`src/rtl/io_bus_master_if.sv`:
```
// io_bus_master_if
//   Bundles the command/response handshake and the peripheral I/O bus of the
//   word-addressed bus master.
//   Command : Cmd_Valid, Cmd_Ready, Cmd_Write, Cmd_Add[5:0] (word addr [7:2]), Cmd_WData
//   Response: Rsp_Valid, Rsp_Ready, Rsp_RData, Rsp_Err
//   Bus     : Add[5:0], Sel, Write, DOut (to peripheral), DIn, Ack (from peripheral)
//   modport master : view of the bus master itself
//   modport slave  : view of the command source, response sink and peripheral
interface io_bus_master_if #(
   parameter int DW = 32
);
   logic          Cmd_Valid;
   logic          Cmd_Ready;
   logic          Cmd_Write;
   logic [5:0]    Cmd_Add;
   logic [DW-1:0] Cmd_WData;
   logic          Rsp_Valid;
   logic          Rsp_Ready;
   logic [DW-1:0] Rsp_RData;
   logic          Rsp_Err;
   logic [5:0]    Add;
   logic          Sel;
   logic          Write;
   logic [DW-1:0] DOut;
   logic [DW-1:0] DIn;
   logic          Ack;

   modport master (
      input  Cmd_Valid, Cmd_Write, Cmd_Add, Cmd_WData, Rsp_Ready, DIn, Ack,
      output Cmd_Ready, Rsp_Valid, Rsp_RData, Rsp_Err, Add, Sel, Write, DOut
   );

   modport slave (
      output Cmd_Valid, Cmd_Write, Cmd_Add, Cmd_WData, Rsp_Ready, DIn, Ack,
      input  Cmd_Ready, Rsp_Valid, Rsp_RData, Rsp_Err, Add, Sel, Write, DOut
   );
endinterface

```
`src/rtl/io_bus_master.sv`:
```
// io_bus_master
//   Initiator of the word-addressed peripheral I/O bus. Takes one read or
//   write command at a time, runs a SETUP cycle followed by ACCESS cycles
//   until the peripheral acknowledges or the wait budget runs out, then
//   presents the result on the response port.
//   Ports:
//     clk_i   : system clock, rising edge
//     rst_n_i : asynchronous active-low reset
//     bus     : io_bus_master_if.master (command, response and bus signals)
//   Parameters:
//     DW      : data width
//     TIMEOUT : ACCESS cycles without Ack before an error response (1..255)
module io_bus_master #(
   parameter int DW      = 32,
   parameter int TIMEOUT = 15
) (
   input logic             clk_i,
   input logic             rst_n_i,
   io_bus_master_if.master bus
);

   typedef enum logic [1:0] {
      ST_IDLE   = 2'd0,
      ST_SETUP  = 2'd1,
      ST_ACCESS = 2'd2,
      ST_RESP   = 2'd3
   } state_e;

   // Counter value on the last ACCESS cycle allowed before timing out
   localparam logic [7:0] CNT_LAST = 8'(TIMEOUT - 1);

   state_e        state_q, state_d;
   logic          wr_q, wr_d;
   logic [7:0]    cnt_q, cnt_d;
   logic          cmd_ready_q, cmd_ready_d;
   logic          sel_q, sel_d;
   logic          write_q, write_d;
   logic [5:0]    add_q, add_d;
   logic [DW-1:0] dout_q, dout_d;
   logic          rsp_valid_q, rsp_valid_d;
   logic [DW-1:0] rsp_rdata_q, rsp_rdata_d;
   logic          rsp_err_q, rsp_err_d;

   logic          cmd_accept_s;
   logic          rsp_done_s;
   logic          timeout_s;

   assign cmd_accept_s = bus.Cmd_Valid & cmd_ready_q;
   assign rsp_done_s   = rsp_valid_q & bus.Rsp_Ready;
   assign timeout_s    = (cnt_q == CNT_LAST);

   // State register
   always_ff @(posedge clk_i or negedge rst_n_i) begin
      if (!rst_n_i) begin
         state_q <= ST_IDLE;
      end else begin
         state_q <= state_d;
      end
   end

   // Next-state logic
   always_comb begin
      state_d = state_q;
      case (state_q)
         ST_IDLE: begin
            if (cmd_accept_s) state_d = ST_SETUP;
            else              state_d = ST_IDLE;
         end
         ST_SETUP: begin
            state_d = ST_ACCESS;
         end
         ST_ACCESS: begin
            // Ack takes priority over the final timeout cycle
            if (bus.Ack)        state_d = ST_RESP;
            else if (timeout_s) state_d = ST_RESP;
            else                state_d = ST_ACCESS;
         end
         ST_RESP: begin
            if (rsp_done_s) state_d = ST_IDLE;
            else            state_d = ST_RESP;
         end
         default: begin
            state_d = ST_IDLE;
         end
      endcase
   end

   // Next values of the registered outputs and datapath, computed one cycle
   // ahead so every bus/response output comes straight from a flop
   always_comb begin
      wr_d        = wr_q;
      cnt_d       = cnt_q;
      cmd_ready_d = cmd_ready_q;
      sel_d       = sel_q;
      write_d     = write_q;
      add_d       = add_q;
      dout_d      = dout_q;
      rsp_valid_d = rsp_valid_q;
      rsp_rdata_d = rsp_rdata_q;
      rsp_err_d   = rsp_err_q;
      case (state_q)
         ST_IDLE: begin
            if (cmd_accept_s) begin
               wr_d        = bus.Cmd_Write;
               add_d       = bus.Cmd_Add;
               dout_d      = bus.Cmd_Write ? bus.Cmd_WData : {DW{1'b0}};
               cmd_ready_d = 1'b0;
               sel_d       = 1'b1;
               write_d     = 1'b0;
            end else begin
               cmd_ready_d = 1'b1;
            end
         end
         ST_SETUP: begin
            cnt_d   = 8'd0;
            write_d = wr_q;
         end
         ST_ACCESS: begin
            if (bus.Ack) begin
               sel_d       = 1'b0;
               write_d     = 1'b0;
               rsp_valid_d = 1'b1;
               rsp_rdata_d = wr_q ? {DW{1'b0}} : bus.DIn;
               rsp_err_d   = 1'b0;
            end else if (timeout_s) begin
               sel_d       = 1'b0;
               write_d     = 1'b0;
               rsp_valid_d = 1'b1;
               rsp_rdata_d = {DW{1'b0}};
               rsp_err_d   = 1'b1;
            end else begin
               cnt_d = cnt_q + 8'd1;
            end
         end
         ST_RESP: begin
            if (rsp_done_s) begin
               rsp_valid_d = 1'b0;
               cmd_ready_d = 1'b1;
            end else begin
               rsp_valid_d = 1'b1;
            end
         end
         default: begin
            cmd_ready_d = 1'b1;
            sel_d       = 1'b0;
            write_d     = 1'b0;
            rsp_valid_d = 1'b0;
         end
      endcase
   end

   // Output and datapath registers
   always_ff @(posedge clk_i or negedge rst_n_i) begin
      if (!rst_n_i) begin
         wr_q        <= 1'b0;
         cnt_q       <= 8'd0;
         cmd_ready_q <= 1'b1;
         sel_q       <= 1'b0;
         write_q     <= 1'b0;
         add_q       <= 6'd0;
         dout_q      <= {DW{1'b0}};
         rsp_valid_q <= 1'b0;
         rsp_rdata_q <= {DW{1'b0}};
         rsp_err_q   <= 1'b0;
      end else begin
         wr_q        <= wr_d;
         cnt_q       <= cnt_d;
         cmd_ready_q <= cmd_ready_d;
         sel_q       <= sel_d;
         write_q     <= write_d;
         add_q       <= add_d;
         dout_q      <= dout_d;
         rsp_valid_q <= rsp_valid_d;
         rsp_rdata_q <= rsp_rdata_d;
         rsp_err_q   <= rsp_err_d;
      end
   end

   assign bus.Cmd_Ready = cmd_ready_q;
   assign bus.Sel       = sel_q;
   assign bus.Write     = write_q;
   assign bus.Add       = add_q;
   assign bus.DOut      = dout_q;
   assign bus.Rsp_Valid = rsp_valid_q;
   assign bus.Rsp_RData = rsp_rdata_q;
   assign bus.Rsp_Err   = rsp_err_q;

endmodule

```
`src/flat_wrapper.sv`:
```
// flat-port wrapper written by rule: the top's interface ports become plain ports
module io_bus_master_flat 
#(
   parameter int DW      = 32,
   parameter int TIMEOUT = 15
)
  (clk_i, rst_n_i, bus_Cmd_Valid, bus_Cmd_Write, bus_Cmd_Add, bus_Cmd_WData, bus_Rsp_Ready, bus_DIn, bus_Ack, bus_Cmd_Ready, bus_Rsp_Valid, bus_Rsp_RData, bus_Rsp_Err, bus_Add, bus_Sel, bus_Write, bus_DOut);
  io_bus_master_if #(.DW(DW)) bus_i ();
  input logic clk_i;
  input logic rst_n_i;
  input wire logic [$bits(bus_i.Cmd_Valid)-1:0] bus_Cmd_Valid;
  input wire logic [$bits(bus_i.Cmd_Write)-1:0] bus_Cmd_Write;
  input wire logic [$bits(bus_i.Cmd_Add)-1:0] bus_Cmd_Add;
  input wire logic [$bits(bus_i.Cmd_WData)-1:0] bus_Cmd_WData;
  input wire logic [$bits(bus_i.Rsp_Ready)-1:0] bus_Rsp_Ready;
  input wire logic [$bits(bus_i.DIn)-1:0] bus_DIn;
  input wire logic [$bits(bus_i.Ack)-1:0] bus_Ack;
  output wire logic [$bits(bus_i.Cmd_Ready)-1:0] bus_Cmd_Ready;
  output wire logic [$bits(bus_i.Rsp_Valid)-1:0] bus_Rsp_Valid;
  output wire logic [$bits(bus_i.Rsp_RData)-1:0] bus_Rsp_RData;
  output wire logic [$bits(bus_i.Rsp_Err)-1:0] bus_Rsp_Err;
  output wire logic [$bits(bus_i.Add)-1:0] bus_Add;
  output wire logic [$bits(bus_i.Sel)-1:0] bus_Sel;
  output wire logic [$bits(bus_i.Write)-1:0] bus_Write;
  output wire logic [$bits(bus_i.DOut)-1:0] bus_DOut;
  assign bus_i.Cmd_Valid = bus_Cmd_Valid;
  assign bus_i.Cmd_Write = bus_Cmd_Write;
  assign bus_i.Cmd_Add = bus_Cmd_Add;
  assign bus_i.Cmd_WData = bus_Cmd_WData;
  assign bus_i.Rsp_Ready = bus_Rsp_Ready;
  assign bus_i.DIn = bus_DIn;
  assign bus_i.Ack = bus_Ack;
  assign bus_Cmd_Ready = bus_i.Cmd_Ready;
  assign bus_Rsp_Valid = bus_i.Rsp_Valid;
  assign bus_Rsp_RData = bus_i.Rsp_RData;
  assign bus_Rsp_Err = bus_i.Rsp_Err;
  assign bus_Add = bus_i.Add;
  assign bus_Sel = bus_i.Sel;
  assign bus_Write = bus_i.Write;
  assign bus_DOut = bus_i.DOut;
  io_bus_master #(.DW(DW), .TIMEOUT(TIMEOUT)) u_core (.clk_i(clk_i), .rst_n_i(rst_n_i), .bus(bus_i));
endmodule
```
`config.mk`:
```
export PLATFORM = sky130hd
export DESIGN_NAME = io_bus_master_flat
export DESIGN_NICKNAME = d
export VERILOG_FILES = /design/src/rtl/io_bus_master_if.sv /design/src/rtl/io_bus_master.sv /design/src/flat_wrapper.sv
export SDC_FILE = /design/constraint.sdc
export NUM_CORES = 1
export LEC_CHECK = 0
export CAP_MARGIN = 0
export CORE_ASPECT_RATIO = 1.2
export CORE_MARGIN = 2
export CORE_UTILIZATION = 38
export DETAILED_ROUTE_END_ITERATION = 10
export PLACE_DENSITY_LB_ADDON = 0.08
export SYNTH_ARGS = -nofsm -noshare
export SYNTH_HDL_FRONTEND = slang
export SYNTH_SLANG_ARGS = --single-unit
```
`constraint.sdc`:
```
create_clock -name clk_i -period 1.9 [get_ports clk_i]
set_clock_uncertainty 0.1 [all_clocks]
set_input_delay 0.285 -clock clk_i [delete_from_list [all_inputs] [get_ports clk_i]]
set_output_delay 0.285 -clock clk_i [all_outputs]
set_load 0.05 [all_outputs]
```
==> qor.yml, run 1 <==
synth_top_flop_cell: "dfrtp_1"
crit_path_cell_trace: "inv_2 -> ha_1 -> or4b_4 -> o31ai_4 -> nor3_1 -> a311o_1"
nFillCells: 794
num_vias: 2877
cp.depth: 6
cts_buffers: 9
first_pass_iters: 4
holdCritPathClass: "in2async"
grtUsageTotal: 0.1771
synthCells: 309
gp_congestion: 0.8119
coreArea_um2: 8939
area_delta_synth_final_pct: 57.30
dp_hpwl_um: 6204
detail_route.wirelength_um: 8467
slew-limit-headroom: 0.6613
finalSetupViolCount: 34
multi_input_area_um2: 1209
synth_cell_types: 37
synthArstFlopShare: 1.000
drc: 0
nets: 550
grt_pass1_vias: 2819
ios: 151
fp.dieH_um: 108.3
routedWlPerCell_um: 14.18
crit_type: "reg2reg"
final-hold-violation-count: 0
r2r_slack_ns: -0.07
max-cap-violations: 0
grt_start_max_net_pins: 43
syn_area_um2: 3443
critPathRequiredTime_ns: 2.04
finalCriticalPeriod_ns: 1.971
fmax_ghz: 0.5073
synth.avg_cell_area_um2: 11.14
antenna_found_initial: 0
rows: 38
power_leakage_nw: 2.650
cts_root_buffer: "clkbuf_8"
r2r_cells: 6
power.total_mw: 9.760
synth_edf_count: 0
slowest_delay_ns: 0.49
h-tree-depth: 3
cts_tree: "yes"
clk_pin_slew_worst_paths_ns: 0.09
violations: "negative setup slack"
synth_top_area_frac: 0.6177
status: "complete, but fails checks"
drtAntennaViolNets: 0
synth_top_cell_by_area: "dfrtp_1"
placed_area_um2: 5184
layout.area.seq_um2: 2153
startpoint_type: "flip-flop"
worst_pin_slew_ns: 0.5101
peakVddDrop_mv: 0.8924
drv_slew: 0
cpMaxStageDelayCell: "or4b_4"
worst-endpoint-arrival_ns: 2.12
synth_area_leaders: "dfrtp_1, nand2_1, a22o_1"
dp_worst_setup_slack_ns: -0.06971
clkSinkCount: 86
viasPerCell: 4.819
syn-num-nets: 387
ys_warn_count: 0
diodes: 0
period_share: 1.038
grt_overflow: 0
floorplan.initialDensity: 0.3852
path_buf_inv: 1
rsz0062_at_grt: "yes"
dieArea_um2: 9842
cp_max_fo: 7
dr.first_iter.drc_count: 65
p_per_area_nw_per_um2: 1802
cts_buffer_depth: 2
end_kind: "flip-flop"
io_buffers: 150
design_area_um2: 5416
insertion_delay_ns: 0.35
yosysSeqAreaShare: 0.6254
grt_first_pass_wirelength_um: 13750
ys_seq_elements: 86
drive_gt1_frac: 0.1761
cp_top_family: "compound AO/OA/AOI/OAI gates"
fin_ws_ns: -0.07138
die_w_um: 90.90
-- metal layers --
metal  wire length [um]  global-route usage  vias up
met2               3810              0.2623      111
met5                  0                   0        -
met3                706             0.06132       11
met1               3828              0.2366     1344
li1                   -                   -     1411
met4                121             0.07900        0
-- metrics by stage --
stage	hold WS, ns	std cells	TNS [ns]	utilization
2_1_floorplan	-0.1106	309	-1.877	-
6_report	0.2760	597	-1.703	0.6060
3_3_place_gp	0.1217	579	-1.089	0.5799
5_1_grt	0.2875	597	-5.503	0.6060
4_1_cts	0.2689	596	-2.220	0.6040
3_5_place_dp	0.1263	579	-1.693	0.5799
-- report_power, final --
part / internal, mW / switching [mW] / leakage [nW]
combinational: 1.63 / 3.48 / 1.42
sequential: 2.59 / 0.456 / 1.11
clock: 0.945 / 0.656 / 0.122
-- sequential cells by signal (all words and copies together), names as in the netlist, 2 cells and up --
| name | cells |
|---|---|
| u_core.bus.DOut | 32 |
| u_core.state_q | 2 |
| u_core.bus.Rsp_RData | 32 |
| u_core.bus.Add | 6 |
| u_core.cnt_q | 8 |
-- what timing repair did --
item | in CTS | in global routing
endpoints found under the hold margin | 23 | 0
pin swaps | 1 | 3
hold buffers | 1 | 0
gates resized for setup | 51 | 6
buffers inserted | 1 | 1
setup endpoints to repair | 87 | 43
gates cloned | 0 | 0
-- logic make-up after synthesis --
kind of cell / count (synthesis) / synth area share
adder cells (fa/ha/maj): 2 / 0.007266
AO/OA/AOI/OAI: 85 / 0.1693
flip-flops: 86 / 0.6254
buffers and inverters: 25 / 0.03161
AND/OR/NAND/NOR: 101 / 0.1348
multiplexers: 10 / 0.03161
-- synth_stat cells (all sizes together), types with 4 or more instances --
cell,count
dfrtp,85
inv,5
nand2,72
nand3,7
buf,8
a22o,28
mux2,7
o21ai,38
a21o,5
clkbuf,12
and4b,4
-- final cells by class --
class	count	area share
sequential	86	0.3976
timing repair buffer	172	0.3008
multi-input combinational	198	0.2231
clock buffer	11	0.02795
tap	120	0.02772
clock inverter	5	0.01940
inverter	5	0.003465
-- path summary, 6_finish.rpt --
kind,startpoint,to
setup / recovery,u_core.cnt_q[0],u_core.cnt_q[5]
hold / removal,rst_n_i,u_core.cnt_q[2]
setup reg to reg,u_core.cnt_q[0],u_core.cnt_q[5]
hold reg to reg,u_core.bus.DOut[27],u_core.bus.DOut[27]
max in group asynchronous,rst_n_i,u_core.bus.DOut[10]
min in group clk_i,u_core.bus.DOut[27],u_core.bus.DOut[27]
-- placed cells by master (no fill, tap or decap), drive strengths merged, types with 2 or more instances in the layout --
master         count
mux2i              3
nor2               3
bufinv             3
a21oi              3
nor3               2
nand3              7
a31oi              3
o21ai             38
mux2               7
and3               2
ha                 2
inv                5
buf               50
clkbuf            11
a311o              2
a21boi             2
dfrtp             85
and2               3
nand4              2
and4b              4
o31ai              2
a21o               5
a22o              28
nand2             72
clkinvlp           2
dlygate4sd2       47
clkdlybuf4s50     74
No activity file was read; power rests on OpenSTA's default activity.
==> run 2: changes to the inputs <==
- CORE_ASPECT_RATIO: 1.2 -> 0.9
- PLACE_DENSITY: unset -> 0.86
- PLACE_DENSITY_LB_ADDON: 0.08 -> unset
==> run 2 against run 1 <==
Effect of this change: the run still ends with negative setup slack left; global-route usage grew 1.5 points; core utilization grew 0.64 points; worst setup slack lost 0.030 ns; flip-flop and latch count is the same; via count grew 4.6%; sequential share of layout area grew 0.72 points; register-to-register slack lost 0.03 ns; worst hold slack gained 0.029 ns; critical endpoint is now u_core.bus.Rsp_RData[23]; power shrank 4.1%; critical path depth grew 1.
==> qor.yml, run 2 (synthesis results as in run 1) <==
crit_path_cell_trace: "inv_1 -> ha_1 -> or4b_4 -> nor3_4 -> o21ai_2 -> buf_12 -> a22o_1"
cp_max_fo: 34  # +27
p_sw_mw: 4.699  # +2.4%
peakVddDrop_mv: 0.9282  # +4.0%
fin_ws_ns: -0.1013  # -0.02993 ns
violations: "negative setup slack"
routedWlPerCell_um: 15.42  # +8.8%
slew-limit-headroom: 0.6501  # -0.01121
dieArea_um2: 9840  # about the same
num_vias: 3008  # +4.6%
grt_first_pass_wirelength_um: 14890  # +8.3%
grt_start_max_net_pins: 63  # +47%
internal_power_mw: 4.659  # -9.9%
grt_pass1_vias: 2948  # +4.6%
seqPwrFrac: 0.328  # +0.016
ios: 151  # unchanged
path_buf_inv: 2  # +1
startpoint_type: "flip-flop"
use_met3: 0.06657  # +0.005250
fmax_ghz: 0.4997  # -1.5%
final_common_cell: "dfrtp_1"
clkPwrFrac: 0.128  # -0.036
slowest_delay_ns: 0.51  # +0.02 ns
finalSetupViolCount: 38  # +12%
swShare: 0.5022  # +0.03173
place_inst: 578  # -0.17%
crit_type: "reg2reg"
period_share: 1.053  # +0.01575
layout.cells.non_filler: 597  # unchanged
finalCriticalPeriod_ns: 2.001  # +0.02993 ns
diodes: 0  # unchanged
nFillCells: 734  # -7.6%
hold_ws_ns: 0.3051  # +0.02909 ns
drive_gt1_frac: 0.1569  # -0.01920
rows: 32  # -16%
rsz0062_at_grt: "yes"
r2r_start: "u_core.cnt_q[0]"
layout_common_cells: "dfrtp_1, clkdlybuf4s50_1, nand2_1"
max-cap-violations: 0  # unchanged
worst-endpoint-arrival_ns: 2.15  # +0.03 ns
r2r_slack_ns: -0.10  # -0.03 ns
dp_worst_setup_slack_ns: -0.08417  # -0.01446 ns
worst_pin_slew_ns: 0.5269  # +0.01687 ns
grt_overflow: 0  # unchanged
h-tree-depth: 3  # unchanged
drv_slew: 0  # unchanged
cts_buffer_depth: 2  # unchanged
status: "complete, but fails checks"
cts_root_buffer: "clkbuf_8"
grt_use_met2: 0.3050  # +0.04275
fin_util: 0.6123  # +0.006364
final-hold-violation-count: 0  # unchanged
cp_top_family: "simple AND/OR/NAND/NOR gates"
drc: 0  # unchanged
gp_congestion: 0.8266  # +1.8%
insertion_delay_ns: 0.35  # about the same
dp_hpwl_um: 6728  # +8.5%
detail_route.wirelength_um: 9208  # +8.8%
clkSinkCount: 86  # unchanged
clk_pin_slew_worst_paths_ns: 0.10  # about the same
dr.first_iter.drc_count: 107  # +65%
cts_tree: "yes"
io_buffers: 150  # unchanged
viasPerCell: 5.039  # +4.6%
critPathRequiredTime_ns: 2.05  # about the same
antenna_found_initial: 0  # unchanged
cpMaxStageDelayCell: "or4b_4"
grtUsageTotal: 0.1921  # +0.01491
holdCritPathClass: "in2async"
area_delta_synth_final_pct: 54.51
die_w_um: 104.3  # +15%
r2r_cells: 7  # +1
comb_power_share: 0.544  # +0.020
drtAntennaViolNets: 0  # unchanged
fp.dieH_um: 94.31  # -13%
grt_busiest_layer: "met2"
p_per_area_nw_per_um2: 1759  # -2.4%
cts_buffers: 9  # unchanged
power_leakage_nw: 2.622  # -1.1%
globalRouteMet1Util: 0.2529  # +0.01629
first_pass_iters: 4  # unchanged
r2r-end: "u_core.bus.Rsp_RData[23]"
coreArea_um2: 8688  # -2.8%
nets: 551  # +0.18%
end_kind: "flip-flop"
floorplan.initialDensity: 0.3963  # +0.01109
run 2: area by class of cell:
| type | instances | area (um^2) | area share |
|---|---|---|---|
| clock inverter | 7 | 56.30 | 0.01058 |
| multi-input combinational | 198 | 1214 | 0.2281 |
| tap | 119 | 148.9 | 0.02799 |
| clock buffer | 9 | 123.9 | 0.02328 |
| sequential | 86 | 2153 | 0.4048 |
| inverter | 5 | 18.77 | 0.003528 |
| timing repair buffer | 173 | 1605 | 0.3017 |
run 2: timing repair:
item | in CTS | in global routing
setup buffers | 2 | 0
setup endpoints to repair | 92 | 43
endpoints found under the hold margin | 31 | 0
pin swaps | 1 | 0
resized for setup | 56 | 5
hold buffers | 1 | 0
run 2: how the worst max path moves through the flow:
stage                         start  depth (start not counted)                  endpoint
CTS                 u_core.cnt_q[0]                          7  u_core.bus.Rsp_RData[23]
finish              u_core.cnt_q[0]                          7  u_core.bus.Rsp_RData[23]
detailed placement  u_core.cnt_q[0]                          7  u_core.bus.Rsp_RData[30]
global route        u_core.cnt_q[0]                          7           u_core.cnt_q[7]
global placement    u_core.cnt_q[0]                          7  u_core.bus.Rsp_RData[21]
floorplan           u_core.cnt_q[0]                          7           u_core.cnt_q[7]
run 2: routing by layer:
layer  share of wire  up-vias
li1                -     1413
met2            0.47      133
met5               0        -
met1            0.45     1450
met3           0.071       12
met4           0.013        0
run 2: worst register-to-register path: stages (launching register included):
cell	delay, ns
dfrtp_1	0.38
inv_1	0.06
ha_1	0.15
or4b_4	0.51
nor3_4	0.16
o21ai_2	0.09
buf_12	0.19
a22o_1	0.26
run 2: per-stage QoR:
stage | cell area (um^2) | TNS, ns | power (mW)
after floorplan | 3452 | -1.877 | 6.515
after global placement | 5165 | -0.6694 | 8.402
after detailed placement | 5165 | -2.048 | 8.548
after CTS | 5308 | -1.451 | 9.407
after global routing | 5320 | -6.026 | 9.846
final | 5320 | -2.744 | 9.359
run 2: power by group through the flow:
stage	clock, mW	combinational (mW)	sequential (mW)
detailed placement	0	5.45	3.10
floorplan	0	1.09	5.43
global placement	0	5.33	3.07
CTS	1.23	5.12	3.06
finish	1.20	5.09	3.06
global route	1.32	5.37	3.16
